File: src/rtl/paralelo_serial_if.sv
// Byte-side handshake and serial-side outputs of the TX parallel-to-serial converter.
// The master drives bytes in; the slave (the converter) drives the serial line and status.
interface paralelo_serial_if;
  logic [7:0] data_input;
  logic       valid_in;
  logic       ready_out;
  logic       data_out;
  logic       symbol_start;
  logic       active_out;

  modport master (
    output data_input,
    output valid_in,
    input  ready_out,
    input  data_out,
    input  symbol_start,
    input  active_out
  );

  modport slave (
    input  data_input,
    input  valid_in,
    output ready_out,
    output data_out,
    output symbol_start,
    output active_out
  );
endinterface

File: src/rtl/paralelo_serial.sv
// TX parallel-to-serial converter: sends SYNC_COUNT commas after reset, then user bytes
// (or comma filler) MSB first, one 8-bit symbol per 8 clk_32f cycles.
module paralelo_serial #(
  parameter int         SYNC_COUNT = 4,
  parameter logic [7:0] IDLE_CHAR  = 8'hBC
) (
  input  logic               clk_32f,
  input  logic               reset,
  paralelo_serial_if.slave   bus
);

  typedef enum logic {SYNC, ACTIVE} state_t;

  localparam logic [3:0] SYNC_LAST = 4'(SYNC_COUNT);

  state_t     state_reg, state_next;
  logic [2:0] cnt_reg, cnt_next;
  logic [7:0] sym_reg, sym_next;
  logic [3:0] sync_cnt_reg, sync_cnt_next;
  logic       data_out_reg, data_out_next;
  logic       symbol_start_reg, symbol_start_next;
  logic       ready_out_reg, ready_out_next;
  logic       active_out_reg, active_out_next;
  logic       load_active;

  always_ff @(posedge clk_32f) begin
    if (reset) begin
      state_reg        <= SYNC;
      cnt_reg          <= 3'd0;
      sym_reg          <= IDLE_CHAR;
      sync_cnt_reg     <= 4'd1;
      data_out_reg     <= 1'b0;
      symbol_start_reg <= 1'b0;
      ready_out_reg    <= 1'b0;
      active_out_reg   <= 1'b0;
    end else begin
      state_reg        <= state_next;
      cnt_reg          <= cnt_next;
      sym_reg          <= sym_next;
      sync_cnt_reg     <= sync_cnt_next;
      data_out_reg     <= data_out_next;
      symbol_start_reg <= symbol_start_next;
      ready_out_reg    <= ready_out_next;
      active_out_reg   <= active_out_next;
    end
  end

  always_comb begin
    state_next        = state_reg;
    sym_next          = sym_reg;
    sync_cnt_next     = sync_cnt_reg;
    active_out_next   = active_out_reg;
    cnt_next          = cnt_reg + 3'd1;
    data_out_next     = sym_reg[3'd7 - cnt_reg];
    symbol_start_next = (cnt_reg == 3'd0);

    // The last sync slot already behaves like ACTIVE: it offers a byte slot.
    load_active    = (state_reg == ACTIVE) || (sync_cnt_reg == SYNC_LAST);
    // Registered, so raising it at cnt==6 makes it visible during the cnt==7 cycle.
    ready_out_next = (cnt_reg == 3'd6) && load_active;

    if (cnt_reg == 3'd7) begin
      if (load_active) begin
        state_next      = ACTIVE;
        active_out_next = 1'b1;
        sym_next        = bus.valid_in ? bus.data_input : IDLE_CHAR;
      end else begin
        sym_next      = IDLE_CHAR;
        sync_cnt_next = sync_cnt_reg + 4'd1;
      end
    end
  end

  assign bus.data_out     = data_out_reg;
  assign bus.symbol_start = symbol_start_reg;
  assign bus.ready_out    = ready_out_reg;
  assign bus.active_out   = active_out_reg;

endmodule

File: src/flat_wrapper.sv
// flat-port wrapper written by rule: the top's interface ports become plain ports
module paralelo_serial_flat 
#(
  parameter int         SYNC_COUNT = 4,
  parameter logic [7:0] IDLE_CHAR  = 8'hBC
)
  (clk_32f, reset, bus_data_input, bus_valid_in, bus_ready_out, bus_data_out, bus_symbol_start, bus_active_out);
  paralelo_serial_if bus_i ();
  input  logic clk_32f;
  input  logic reset;
  input wire logic [$bits(bus_i.data_input)-1:0] bus_data_input;
  input wire logic [$bits(bus_i.valid_in)-1:0] bus_valid_in;
  output wire logic [$bits(bus_i.ready_out)-1:0] bus_ready_out;
  output wire logic [$bits(bus_i.data_out)-1:0] bus_data_out;
  output wire logic [$bits(bus_i.symbol_start)-1:0] bus_symbol_start;
  output wire logic [$bits(bus_i.active_out)-1:0] bus_active_out;
  assign bus_i.data_input = bus_data_input;
  assign bus_i.valid_in = bus_valid_in;
  assign bus_ready_out = bus_i.ready_out;
  assign bus_data_out = bus_i.data_out;
  assign bus_symbol_start = bus_i.symbol_start;
  assign bus_active_out = bus_i.active_out;
  paralelo_serial #(.SYNC_COUNT(SYNC_COUNT), .IDLE_CHAR(IDLE_CHAR)) u_core (.clk_32f(clk_32f), .reset(reset), .bus(bus_i));
endmodule
File: config.mk
export PLATFORM = sky130hd
export DESIGN_NAME = paralelo_serial_flat
export DESIGN_NICKNAME = d
export VERILOG_FILES = /design/src/rtl/paralelo_serial_if.sv /design/src/rtl/paralelo_serial.sv /design/src/flat_wrapper.sv
export SDC_FILE = /design/constraint.sdc
export NUM_CORES = 1
export LEC_CHECK = 0
export BUFFER_PORTS_ARGS = -buffer_cell sky130_fd_sc_hd__clkbuf_2
export CAP_MARGIN = 15
export CORE_MARGIN = 5
export CORE_UTILIZATION = 57
export CTS_CLUSTER_SIZE = 10
export DETAILED_ROUTE_END_ITERATION = 8
export PLACE_DENSITY = 0.81
export SLEW_MARGIN = 20
export SYNTH_ARGS = -nofsm -noshare
export SYNTH_HDL_FRONTEND = slang
export SYNTH_SLANG_ARGS = --single-unit
File: constraint.sdc
create_clock -name clk_32f -period 2.6 [get_ports clk_32f]
set_input_delay 0.52 -clock clk_32f [delete_from_list [all_inputs] [get_ports clk_32f]]
set_output_delay 0.52 -clock clk_32f [all_outputs]
set_load 0.005 [all_outputs]
* Word-level counts from Yosys, hierarchy flattened
Cells that the tools add are included.
Storage, ports and cells: register bits after elaboration 19, logic and storage cells 24
Operators by class: add/sub/neg operators 3, magnitude comparators 1, eq/ne operators 3, muxes and demuxes 4, bitwise gates (word level) 1, reductions and logical operators 5
Operators with widths (count):
- $mux 8 | 2
- $eq 3x3->1 const B | 2
- $add 4x1->4 const B | 1
- $eq 4x3->1 const B | 1
- $lt 3x4->1 const B | 1
- $reduce_and 2->1 | 2
- $add 3x1->3 const B | 1
- $bmux 1 s3 | 1
- $logic_not 3->1 | 1
- $sub 3x3->3 const A | 1
- $logic_and 1x1->1 | 1
- $logic_or 1x1->1 | 1
- $mux 1 | 1
- $not 1->1 | 1

* Depth between registers and ports, before layout
Gate-level depths: netlist of run 1.
depth after elaboration 4, mapped depth 6, depth with buffers taken out 5

* Least setup slack after synthesis of run 1
OpenSTA, ideal clock, no wires.
path kind reg2reg, from register u_core.sync_cnt_reg[0], to register u_core.sync_cnt_reg[3], library setup time 0.121 ns, arrival time 1.498 ns, data required time 2.479 ns, setup slack 0.981 ns, cell stages (with the launch flop) 7, clock period less this slack 1.619 ns, cells stage by stage dfxtp_1 inv_1 ha_1 and3b_1 buf_6 nor4_1 mux2_2
On the way: cells in the longest elaborated chain, start to end 4, elaborated cells between the ends (all ways) 5, classes of those cells 1 x add/sub; 1 x eq/ne; 1 x bitwise; 2 x reduce/logical
Ends and longest elaborated chain:
- start, declared | RTL line paralelo_serial.sv:19 | logic [3:0] sync_cnt_reg, sync_cnt_next;
- start signal, assigned | RTL line paralelo_serial.sv:40 | sync_cnt_reg <= sync_cnt_next;
- branches (longest 4 deep; another with $add 4x1->4)
Several ways; the timed one is not identified. A chain may end at the register's enable or synchronous reset.

* Worst setup path in the final report of run 1
Same ends and word-level chain as after synthesis.

==> results of run 1 <==
metrics by stage:
stage	hold slack (ns)	power [mW]	setup WS [ns]	cell area, um^2
finish	0.456	0.494	0.877	987
CTS	0.451	0.500	0.869	987
detailed placement	0.464	0.351	0.885	960
global route	0.435	0.527	0.768	987
global placement	0.454	0.349	0.946	960
floorplan	0.446	0.332	0.981	885
power groups by stage:
stage,clock (mW),combinational (mW),sequential [mW]
finish,0.151,0.0363,0.307
global route,0.178,0.0412,0.309
CTS,0.156,0.0370,0.307
detailed placement,0,0.0365,0.314
global placement,0,0.0353,0.314
floorplan,0,0.0203,0.312
critical path: cells and delay by family, from the launching register on:
kind          cells  cell delay [ns]
mux               1             0.36
flops             1             0.41
fa+ha+maj         1             0.20
simple gates      2             0.60
buf+inv           1             0.06
worst min path at each step:
| stage | start | to | slack, ns | cells past startpoint |
|---|---|---|---|---|
| CTS | bus_data_input[6] | u_core.sym_reg[6] | 0.45 | 3 |
| finish | bus_data_input[6] | u_core.sym_reg[6] | 0.46 | 3 |
| floorplan | u_core.sym_reg[0] | u_core.sym_reg[0] | 0.45 | 2 |
| detailed placement | u_core.sym_reg[1] | u_core.sym_reg[1] | 0.46 | 2 |
| global route | bus_data_input[6] | u_core.sym_reg[6] | 0.43 | 3 |
| global placement | u_core.sym_reg[6] | u_core.sym_reg[6] | 0.45 | 2 |
routing by layer:
| layer | GRT usage | part of all wire | vias to the layer above |
|---|---|---|---|
| li1 | - | - | 372 |
| met1 | 0.189 | 0.41 | 356 |
| met2 | 0.273 | 0.51 | 25 |
| met3 | 0.0581 | 0.064 | 4 |
| met4 | 0.0786 | 0.019 | 0 |
| met5 | 0 | 0 | - |
synthesized netlist by cell type (all sizes together), types with 3 or more instances:
library cell	number	area, um^2
a211oi	5	37.5
a21oi	7	35.0
clkbuf	3	11.3
dfxtp	19	380
ha	6	75.1
inv	7	26.3
nand2b	4	25.0
nand3	3	15.0
nor2	9	33.8
nor2b	3	18.8
o2111ai	3	26.3
o21ai	5	25.0
final cells by class:
| cell class | instances | area [um^2] | area share |
|---|---|---|---|
| clock inverters | 1 | 5.00 | 0.00507 |
| multi-input cells | 64 | 455 | 0.461 |
| repair buffers | 15 | 77.6 | 0.0786 |
| well taps | 16 | 20.0 | 0.0203 |
| clock buffers | 3 | 22.5 | 0.0228 |
| flip-flops and latches | 19 | 380 | 0.385 |
| inverters | 7 | 26.3 | 0.0266 |
cells by family (layout without fill, tap and decap cells):
group | after synthesis | in the layout
buf+inv | 11 | 26
flops | 19 | 19
fa+ha+maj | 6 | 6
simple gates | 30 | 30
mux | 4 | 4
compound gates | 24 | 24
==> impl.org, run 1 <==
** Power and ir drop
- Maximum vdd drop :: 241 uV
- Switching Power :: 0.118 mW
- Of the total power, registers draw 0.622.
- Lkg Pwr :: about 0.4 nW
- Of the total power, combinational logic draws 0.074.
- Clk pwr share :: 0.305
- Internal Pwr Total :: 0.376 mW
- Of the total power, the share spent switching nets is 0.240.
- Power per cell area :: between 500 and 600 nW/um^2

** Critical path
- Launching point of the worst reg2reg path :: u_core.sync_cnt_reg[0]
- Largest stage delay, worst path :: between 0.4 and 0.5 ns
- The signal on the critical path passes through inv_1 > ha_1 > and3b_1 > nor4_1 > mux2_2.
- STA classifies the critical path endpoint as a flip-flop.
- CP arrival :: between 1.5 and 2 ns
- Slowest stage cell, crit path :: dfxtp_1
- CP Class :: flip-flop to flip-flop
- In this run the worst setup path terminates at u_core.sync_cnt_reg[3].
- Source of the critical timing path :: u_core.sync_cnt_reg[0]
- The worst register-to-register path has a depth of 5.
- For the worst setup path, the data required time is 2.81 ns.
- Of all nets on the critical path, the largest fanout is 10.
- Critical Path Start Type :: flip-flop
- Setup slack of the most critical reg-to-reg path :: 0.88 ns
- The endpoint identified for the worst register-to-register timing path is u_core.sync_cnt_reg[3].

** STA
- In this run the tightest slew margin relative to its limit is 0.738.
- Clock skew on the completed layout was measured at 0.00747 ns.
- After routing, the total negative slack on setup checks comes to 0 ns.
- Slew @ Worst Pin :: 0.393 ns
- FMAX :: 580 MHz
- RSZ-0062 raised after global routing :: false
- Final period util :: 0.663
- Setup violations remaining at the end of the flow were counted as 0.
- Time the final worst path needs with I/O delays and setup :: 1.72 ns
- The number of hold violations in the final report came to 0.
- The max-slew violation count was 0.

** Die
- Initial Util :: 0.594
- # rows :: 14
- The floorplan step defined a core boundary enclosing between 1000 and 1500 um^2.
- 15 I/O pins were placed.
- In this run the vertical extent of the chip is a little under 50 um.
- The die covers 2440 um^2.
- The die is 49.4 um wide.

** Synthesis
- Of the total synthesized cell area, the portion taken by full adders, half adders and majority gates is 0.0849.
- In this run, synthesis inferred 0 flip-flops with an integrated enable.
- Number of distinct library cells after synthesis :: 27
- Counting every instance in the synthesized netlist gives 94.
- Nets in the synthesized netlist :: roughly 110
- For this run, the number of Yosys warnings is 0.
- The synthesized design contains 19 register bits.
- Cell area after synthesis :: ~880 um^2
- Simple-gate share of the synthesized area :: 0.190
- Of the total synthesized cell area, the portion taken by XOR and XNOR cells is 0.
- After synthesis, the mean cell area works out to 9.41 um^2.
- Main combinational cell family by area after synthesis :: simple AND/OR/NAND/NOR gates
- In the synthesized netlist the dominant register cell turns out to be dfxtp_1.
- The portion of synthesized area spent on multiplexers is 0.0622.
- The fraction of the mapped netlist area in compound gates came to 0.178.
- Ys async rst share :: 0
- Share of the yosys chip area belonging to registers :: 0.430

** Placement
- Detailed placement ended at an HPWL of 1300 um.
- The congestion estimate from routability-driven global placement came to 0.772.
- In this run, placement finished with an instance count of 121.
- Buffers placed on the I/O ports in this run total 14.

** Clock tree
- At the later pin of the worst-skew pair, clock insertion delay measures 0.30 ns.
- Gates resized during post-CTS repair numbered 0.
- Sinks on the clock net :: 19
- Clock tree from TritonCTS :: yes
- The number of setup buffers added after CTS is 0.
- Deepest clock path buffer count :: 2
- Hold_buf cts :: 0
- Clock tree synthesis selected as its root buffer the cell clkbuf_4.
- Clock tree synthesis inserted a total of 3 buffers.
- Clock-pin slew was measured on the worst setup and hold paths at 0.11 ns.
- In this run the number of H-tree levels came out at 1.

** Cells and area
- Fill cells in the final layout number 132.
- Final standard cell count with taps included and fillers excluded :: 125
- Once layout is complete, the utilization of the core stands at 0.663.
- Leaving out fill and tap cells, the most frequent cell in the layout is dfxtp_1.
- Max FFs per register :: 8
- Highest-count cells in the layout ignoring fill and taps :: 19 x dfxtp_1, 14 x clkbuf_2, 9 x nor2_1, 7 x inv_1, 7 x a21oi_1
- Relative to the synthesized area, the layout overhead comes to 11.6%.
- 0 antenna diodes ended up in the layout.
- After the last flow step, the layout net total stands at 127.
- Ratio of cells with drive above 1 in the final layout :: 0.202

** Global routing
- All-Layer GR Usage :: 0.166
- The initial antenna violation count was 0.
- Maximum number of pins on one net before global-route repair :: 16
- Vias in the first global route :: 725
- Remaining global-route overflow :: 0
- Wire length of the first global-routing pass :: 3070 um

** Routing
- For this run, the detailed router's first-pass iteration total came to 4.
- DRC Markers :: 0
- Dividing the detail-routed via count by the number of cells gives 6.06.
- Wires add up to 1800 um.
- Initial drt markers :: 23
- In the final routed layout, each cell accounts on average for 14.4 um.
- Total vias in the final route :: ~760
- Antenna viol nets, final :: 0

** Flow run
- Max-cap violation count :: 0

** Hold path
- The min-delay analysis places its worst path in the category input pin to flip-flop.

** Run status
- Result of the run :: completed
(Power assumes the default switching activity.)
==> run 2, diff against run 1 <==
- ABC_AREA: unset -> 1
- CORE_UTILIZATION: 57 -> 53
- PLACE_DENSITY: 0.81 -> 0.76
- clock period: 2.6 -> 1.6 ns (I/O delays scaled with it)
==> run 2 against run 1 <==
Compared with the run above:
- sequential power grew 62%
- synthesized cell count grew 27%
- sequential share of layout area shrank 0.72 points
- utilization shrank 1.8 points
- flip-flop and latch count is the same
- critical endpoint is now u_core.sym_reg[3]
- area after synthesis grew 1.1%
- cell count grew 22%
==> impl.org, run 2 <==
** Routing
- DR pass1 iterations :: 4 (unchanged)
- DRC Markers :: 0 (unchanged)
- Total Routed Length :: 1510 um (was 1800 um)
- Total vias in the final route :: 753 (was 757)
- The first-iteration detailed-routing DRC count is 3 (was 23).
- Average vias per placed instance :: 4.95 (was 6.06)
- The average wire per cell in the routed design is 9.94 um (was 14.4 um).
- Antenna viol nets, final :: 0 (unchanged)

** Synthesis
- The area share of the leading cell type in the synthesized netlist was 0.425 (was 0.430).
- Ys async rst share :: 0 (unchanged)
- Mapped Cells :: 119 (was 94)
- Top post-synthesis cells by count: 32 x nand2_1, 19 x dfxtp_1, 19 x inv_1, 10 x nand3_1 (was 19 x dfxtp_1, 9 x nor2_1, 7 x a21oi_1, 7 x inv_1, 6 x ha_1).
- Area contributors post-synth: dfxtp_1 43%, nand2_1 13%, ha_1 8.4% (was dfxtp_1 43%, ha_1 8.5%, a211oi_1 4.2%).
- The number of synthesized flops with an enable pin is 0 (unchanged).
- Synth area leader :: dfxtp_1 (unchanged)
- FF+latch count, synth :: 19 (unchanged)
- The portion of the post-synthesis area used by sequential elements was 0.425 (was 0.430).
- The count of warnings emitted by yosys came to 0 (unchanged).
- Most numerous cell in the Yosys netlist :: nand2_1 (was dfxtp_1)
- Most instantiated flip-flop cell in the synthesis netlist :: dfxtp_1 (unchanged)
- The cell area after synthesis is 895 um^2 (was 885 um^2).
- Synth Area per Inst :: 7.52 um^2 (was 9.41 um^2)
- The distinct cell type count after synthesis was 18 (was 27).
- The number of nets produced by synthesis is 136 (was 111).

** Hold path
- The type of the worst min-delay path is input pin to flip-flop (unchanged).

** STA
- The total negative setup slack was 0 ns (unchanged).
- Number of max-slew violations in the final report :: 0 (unchanged)
- RSZ-0062 raised after global routing :: false (unchanged)
- Worst Clk Skew :: 0.00495 ns (was 0.00747 ns)
- The measured slew at the worst slew-check pin was 0.432 ns (was 0.393 ns).
- The post-route worst setup slack came to 0.296 ns (was 0.877 ns).
- The worst hold slack is 0.219 ns (was 0.456 ns).
- Final period util :: 0.815 (was 0.663)
- Final-report hold violation count :: 0 (unchanged)
- The max-slew headroom at the worst pin was 0.711 (was 0.738).
- Time the final worst path needs with I/O delays and setup :: 1.30 ns (was 1.72 ns)
- The number of failing setup endpoints in the final timing report was 0 (unchanged).
- The achievable clock frequency was 767 MHz (was 580 MHz).

** Critical path
- CP Class :: flip-flop to flip-flop (unchanged)
- Required time of the worst setup path :: 1.79 ns (was 2.81 ns)
- Sort of element at the end of the critical path :: flip-flop (unchanged)
- The launching element type of the critical path is a flip-flop (unchanged).
- CP arrival :: 1.49 ns (was 1.93 ns)
- The biggest fanout along the worst timing path was 8 (was 10).

** Clock tree
- The number of CTS-inserted buffers came to 3 (unchanged).
- The later-pin clock latency in the skew report was 0.30 ns (about the same).
- The library cell used as clock root buffer was clkbuf_4 (unchanged).
- Clock tree from TritonCTS :: yes (unchanged)
- Sinks on the clock net :: 19 (unchanged)
- The number of hold buffers added after cts came to 0 (unchanged).
- Post-CTS sizing :: 0 (unchanged)
- The post-CTS setup buffer count was 0 (unchanged).
- The total number of H-tree levels is 1 (unchanged).
- Deepest clock path buffer count :: 2 (unchanged)
- The register clock-pin slew on the reported worst setup and hold paths was 0.10 ns (was 0.11 ns).

** Placement
- Place WS :: 0.311 ns (was 0.885 ns)
- The HPWL after detailed placement came to 1130 um (was 1300 um).
- Placer's final routability congestion estimate :: 0.776 (was 0.772)
- Port Buffer Count :: 14 (unchanged)

** Power and ir drop
- The clock network fraction of total power was 0.303 (was 0.305).
- The power density of the placed cells came to 806 nW/um^2 (was 501 nW/um^2).
- The worst-case vdd ir drop was 627 uV (was 241 uV).
- Switching Power :: 0.198 mW (was 0.118 mW)
- The total chip power is 0.811 mW (was 0.494 mW).
- The switching power share of the total was 0.244 (was 0.240).
- The sequential share of power came to 0.611 (was 0.622).
- Lkg Pwr :: 0.511 nW (was 0.397 nW)
- The internal power component was 0.613 mW (was 0.376 mW).
- Combinational fraction of design power :: 0.085 (was 0.074)

** Cells and area
- The count of filler cells inserted in the layout was 137 (was 132).
- Highest-count cells in the layout ignoring fill and taps: 32 x nand2_1, 19 x inv_1, 19 x dfxtp_1, 14 x clkbuf_2, 10 x nand3_1 (was 19 x dfxtp_1, 14 x clkbuf_2, 9 x nor2_1, 7 x inv_1, 7 x a21oi_1).
- Synthesis-to-layout area growth :: 12.4% (was 11.6%)
- Fraction of the core area covered by cells at the end of the flow :: 0.645 (was 0.663)
- The net total in the final layout is 154 (was 127).
- The count of antenna diodes in the layout was 0 (unchanged).
- Max FFs per register :: 8 (unchanged)
- The fraction of layout instances using a drive strength above 1 is 0.184 (was 0.202).
- Commonest non-fill, non-tap cell in the layout :: nand2_1 (was dfxtp_1)

** Flow run
- Max-cap violation count :: 0 (unchanged)

** Global routing
- The via count of the first global-routing pass is 709 (was 725).
- Antenna violations before repair :: 0 (unchanged)
- The residual overflow from global routing is 0 (unchanged).
- All-Layer GR Usage :: 0.143 (was 0.166)
- The global-route wire length before repair is 2850 um (was 3070 um).
- The pin count of the biggest net entering global routing came to 16 (unchanged).

** Die
- The overall die area was 2610 um^2 (was 2440 um^2).
- The starting utilization of the core area is 0.574 (was 0.594).
- # rows :: 14 (unchanged)
- The vertical die dimension is 51.1 um (was 49.4 um).
- Core area :: 1560 um^2 (was 1490 um^2)
- The width of the chip was 51.1 um (was 49.4 um).
- I/O pin total :: 15 (unchanged)

** Run status
- Result of the run :: completed (unchanged)
[run 2: logic make-up (layout without fill, tap and decap cells)]
kind of cell    count (synthesis)  in the layout  synth area share
buf+inv                        22             39            0.0979
fa+ha+maj                       6              6            0.0839
xor+xnor                        1              1           0.00979
compound gates                 14             14            0.0811
flops                          19             19             0.425
simple gates                   57             57             0.302
[run 2: worst paths after layout]
path	slack (ns)	to	from	depth (start not counted)
setup / recovery	0.30	u_core.sym_reg[3]	u_core.cnt_reg[1]	7
hold / removal	0.22	u_core.sym_reg[7]	bus_data_input[7]	3
setup reg to reg	0.30	u_core.sym_reg[3]	u_core.cnt_reg[1]	7
hold reg to reg	0.49	u_core.sym_reg[0]	u_core.sym_reg[0]	2
[run 2: cell type report]
class	count	area [um^2]	share of cell area
clock buffers	4	26.3	0.0261
inverters	20	75.1	0.0746
multi-input cells	78	427	0.424
flip-flops and latches	19	380	0.378
well taps	16	20.0	0.0199
repair buffers	15	77.6	0.0771
[run 2: power by group through the flow]
| stage | Clock, mW | Combinational (mW) | Sequential, mW |
|---|---|---|---|
| after CTS | 0.252 | 0.0697 | 0.496 |
| after detailed placement | 0 | 0.0695 | 0.506 |
| after global placement | 0 | 0.0693 | 0.506 |
| after floorplan | 0 | 0.0402 | 0.508 |
| final | 0.246 | 0.0693 | 0.496 |
| after global routing | 0.284 | 0.0793 | 0.498 |
[run 2: worst max-delay path, cell delays in order (launching register included)]
cell and delay [ns]:
dfxtp_1 0.45, ha_1 0.19, ha_1 0.15, nand2_1 0.05, inv_1 0.08, nand2_4 0.09
o21ai_1 0.13, nand2_1 0.05
[run 2: metal layers]
layer | global-route usage | part of all wire | vias up | wire length (um)
met5 | 0 | 0 | - | 0
met4 | 0.0807 | 0.022 | 0 | 33
met3 | 0.0291 | 0.056 | 4 | 85
met2 | 0.210 | 0.41 | 15 | 626
met1 | 0.195 | 0.51 | 327 | 766
li1 | - | - | 407 | -
[run 2: per-stage QoR]
stage	instance area, um^2	cells
after global placement	980	148
after detailed placement	980	148
after floorplan	895	119
after CTS	1010	152
final	1010	152
after global routing	1010	152
==> run 3, diff against run 2 <==
- clock period: 1.6 -> 1.3 ns (I/O delays scaled with it)
==> run 3 against run 2 <==
Compared with the run above:
- clock power grew 19%
- die area did not move
- register-to-register slack worse by 0.23 ns
- combinational power is 46% higher
- flip-flop and latch count unchanged
- non-clock buffer count rose by 3
- wire length increased by 14%
- global-route usage is 1.3 points higher
- setup slack got worse by 0.23 ns
- critical path depth is the same
- largest power group unchanged
==> impl.org, run 3 (same netlist as run 2, synthesis figures left out) <==
** Critical path
- Most common cell on crit path :: nand2_4
- FF-to-FF path depth :: 7 (unchanged)
- Critical path cell sequence :: inv_1 > ha_2 > nand3_4 > nand2_4 > nand2_4 > o21ai_1 > nand2_1 (was ha_1 > ha_1 > nand2_1 > inv_1 > nand2_4 > o21ai_1 > nand2_1)
- Critical Path Start Type :: flip-flop (unchanged)
- The number of cells on the critical path was 7 (unchanged).
- The largest incremental delay on the critical path was 0.36 ns (was 0.45 ns).
- The endpoint arrival time on the critical path was 1.42 ns (was 1.49 ns).
- Crit path buf inv count :: 1 (unchanged)
- The family of cells with the greatest summed delay on the critical path is flip-flops (unchanged).
- The type of destination of the critical path was a flip-flop (unchanged).
- The critical path class is flip-flop to flip-flop (unchanged).
- Required time of the worst setup path :: 1.50 ns (was 1.79 ns)
- The biggest fanout along the worst timing path is 8 (unchanged).
- Slowest stage cell, crit path :: dfxtp_2 (was dfxtp_1)

** Global routing
- The initial antenna violation count is 0 (unchanged).
- Vias in the first global route :: 744 (was 709)
- All-Layer GR Usage :: 0.156 (was 0.143)
- Wire length of the first global-routing pass :: 3020 um (was 2850 um)
- The residual overflow from global routing is 0 (unchanged).
- The pin count of the biggest net entering global routing was 15 (was 16).

** Clock tree
- The post-CTS setup buffer count is 0 (unchanged).
- The register clock-pin slew on the reported worst setup and hold paths came to 0.10 ns (about the same).
- The library cell used as clock root buffer was clkbuf_4 (unchanged).
- Sinks on the clock net :: 19 (unchanged)
- The total number of H-tree levels came to 1 (unchanged).
- Deepest clock path buffer count :: 2 (unchanged)
- TritonCTS buffer count :: 3 (unchanged)
- The clock tree from TritonCTS is yes (unchanged).
- The number of hold buffers added after cts came to 0 (unchanged).
- Post-CTS sizing :: 0 (unchanged)
- The later-pin clock latency in the skew report came to 0.29 ns (was 0.30 ns).

** Routing
- Total Routed Length :: 1720 um (was 1510 um)
- The ratio of routed vias to standard cells came to 4.99 (was 4.95).
- The number of search-and-repair iterations in the first detailed-routing pass came to 4 (unchanged).
- DRC Markers :: 0 (unchanged)
- Antenna viol nets, final :: 0 (unchanged)
- Initial drt markers :: 13 (was 3)
- Detailed-route wire length per cell :: 11.1 um (was 9.94 um)
- Total vias in the final route :: 774 (was 753)

** Die
- The placement row count was 14 (unchanged).
- X dimension of the die :: 51.1 um (unchanged)
- I/O pin total :: 15 (unchanged)
- The starting utilization of the core area is 0.574 (unchanged).
- The overall die area was 2610 um^2 (unchanged).
- The area inside the core boundary came to 1560 um^2 (unchanged).
- Height of the die :: 51.1 um (unchanged)

** STA
- Slew @ Worst Pin :: 0.271 ns (was 0.432 ns)
- The worst-case clock skew was 0.00207 ns (was 0.00495 ns).
- The post-layout minimum cycle time came to 1.23 ns (was 1.30 ns).
- The number of hold violations in the final report is 0 (unchanged).
- The max-slew violation count is 0 (unchanged).
- RSZ-0062 raised after global routing: false (unchanged).
- The max-slew headroom at the worst pin was 0.819 (was 0.711).
- The ratio of final minimum period to clock period was 0.945 (was 0.815).
- The number of failing setup endpoints in the final timing report is 0 (unchanged).
- FMAX :: 814 MHz (was 767 MHz)
- Final WS setup :: 0.0712 ns (was 0.296 ns)
- TNS Setup :: 0 ns (unchanged)
- Worst-case hold slack :: 0.170 ns (was 0.219 ns)

** Cells and area
- The final instance area came to 1050 um^2 (was 1010 um^2).
- The fraction of layout instances using a drive strength above 1 was 0.266 (was 0.184).
- The count of antenna diodes in the layout is 0 (unchanged).
- Final standard cell count with taps included and fillers excluded :: 155 (was 152)
- Area of the multi-input gates :: 447 um^2 (was 427 um^2)
- The net total in the final layout was 157 (was 154).
- Filler cell count in the final layout :: 134 (was 137)
- Max FFs per register :: 8 (unchanged)
- Register area :: 385 um^2 (was 380 um^2)
- Synthesis-to-layout area growth :: 17.8% (was 12.4%)
- Highest-count cells in the layout ignoring fill and taps :: 32 x nand2_1, 18 x inv_1, 15 x dfxtp_1, 14 x clkbuf_2, 10 x nand3_1 (was 32 x nand2_1, 19 x inv_1, 19 x dfxtp_1, 14 x clkbuf_2, 10 x nand3_1)
- Fraction of the core area covered by cells at the end of the flow :: 0.676 (was 0.645)
- Commonest non-fill, non-tap cell in the layout :: nand2_1 (unchanged)

** Placement
- The total placed instance area came to 1000 um^2 (was 980 um^2).
- HPWL after detailed placement :: 1330 um (was 1130 um)
- Place WS :: 0.0570 ns (was 0.311 ns)
- The final weighted congestion in routability-driven placement was 0.781 (was 0.776).
- The number of placed instances, taps included was 151 (was 148).
- Port Buffer Count :: 14 (unchanged)

** Power and ir drop
- The power density of the placed cells is 951 nW/um^2 (was 806 nW/um^2).
- The total chip power was 1.00 mW (was 0.811 mW).
- Maximum vdd drop :: 681 uV (was 627 uV)
- The static leakage is 0.527 nW (was 0.511 nW).

** Hold path
- Min-Delay Path Class :: input pin to flip-flop (unchanged)
- The cell depth of the worst min-delay path came to 3 (unchanged).

** Run status
- Result of the run :: completed (unchanged)

** Flow run
- The total of max-cap violations came to 0 (unchanged).
==> run 3: cell count changes in the layout (fill, tap and decap cells not counted), sizes merged <==
cell and delta:
buf +3
==> run 3: cell type report <==
cell class,instances,area share
Inverter,20,0.0713
Timing Repair Buffer,18,0.0950
Multi-Input combinational cell,78,0.424
Tap cell,16,0.0190
Clock buffer,4,0.0249
Sequential cell,19,0.366
==> run 3: final timing paths <==
kind                                              from                end  slack (ns)
worst min-delay path                 bus_data_input[3]  u_core.sym_reg[3]        0.17
worst max-delay path            u_core.sync_cnt_reg[0]  u_core.sym_reg[2]        0.07
worst max register to register  u_core.sync_cnt_reg[0]  u_core.sym_reg[2]        0.07
worst min register to register       u_core.sym_reg[0]  u_core.sym_reg[0]        0.48
==> run 3: layer usage <==
metal,part of all wire,vias to the layer above,track usage
met1,0.44,334,0.186
met2,0.46,23,0.240
met3,0.046,8,0.0291
li1,-,409,-
met5,0,-,0
met4,0.049,0,0.135
==> run 3: worst reg2reg max path: stages (launching register included) <==
cell and delay (ns):
dfxtp_2 0.36, inv_1 0.07, ha_2 0.20, nand3_4 0.09, nand2_4 0.12, nand2_4 0.09
o21ai_1 0.14, nand2_1 0.06
==> run 3: where the power goes <==
group          switching [mW]  leakage (nW)  internal [mW]  total (mW)
clock                   0.174        0.0150          0.120       0.293
combinational          0.0565         0.357         0.0445       0.101
sequential            0.00885         0.155          0.599       0.607
total                   0.239         0.527          0.763        1.00
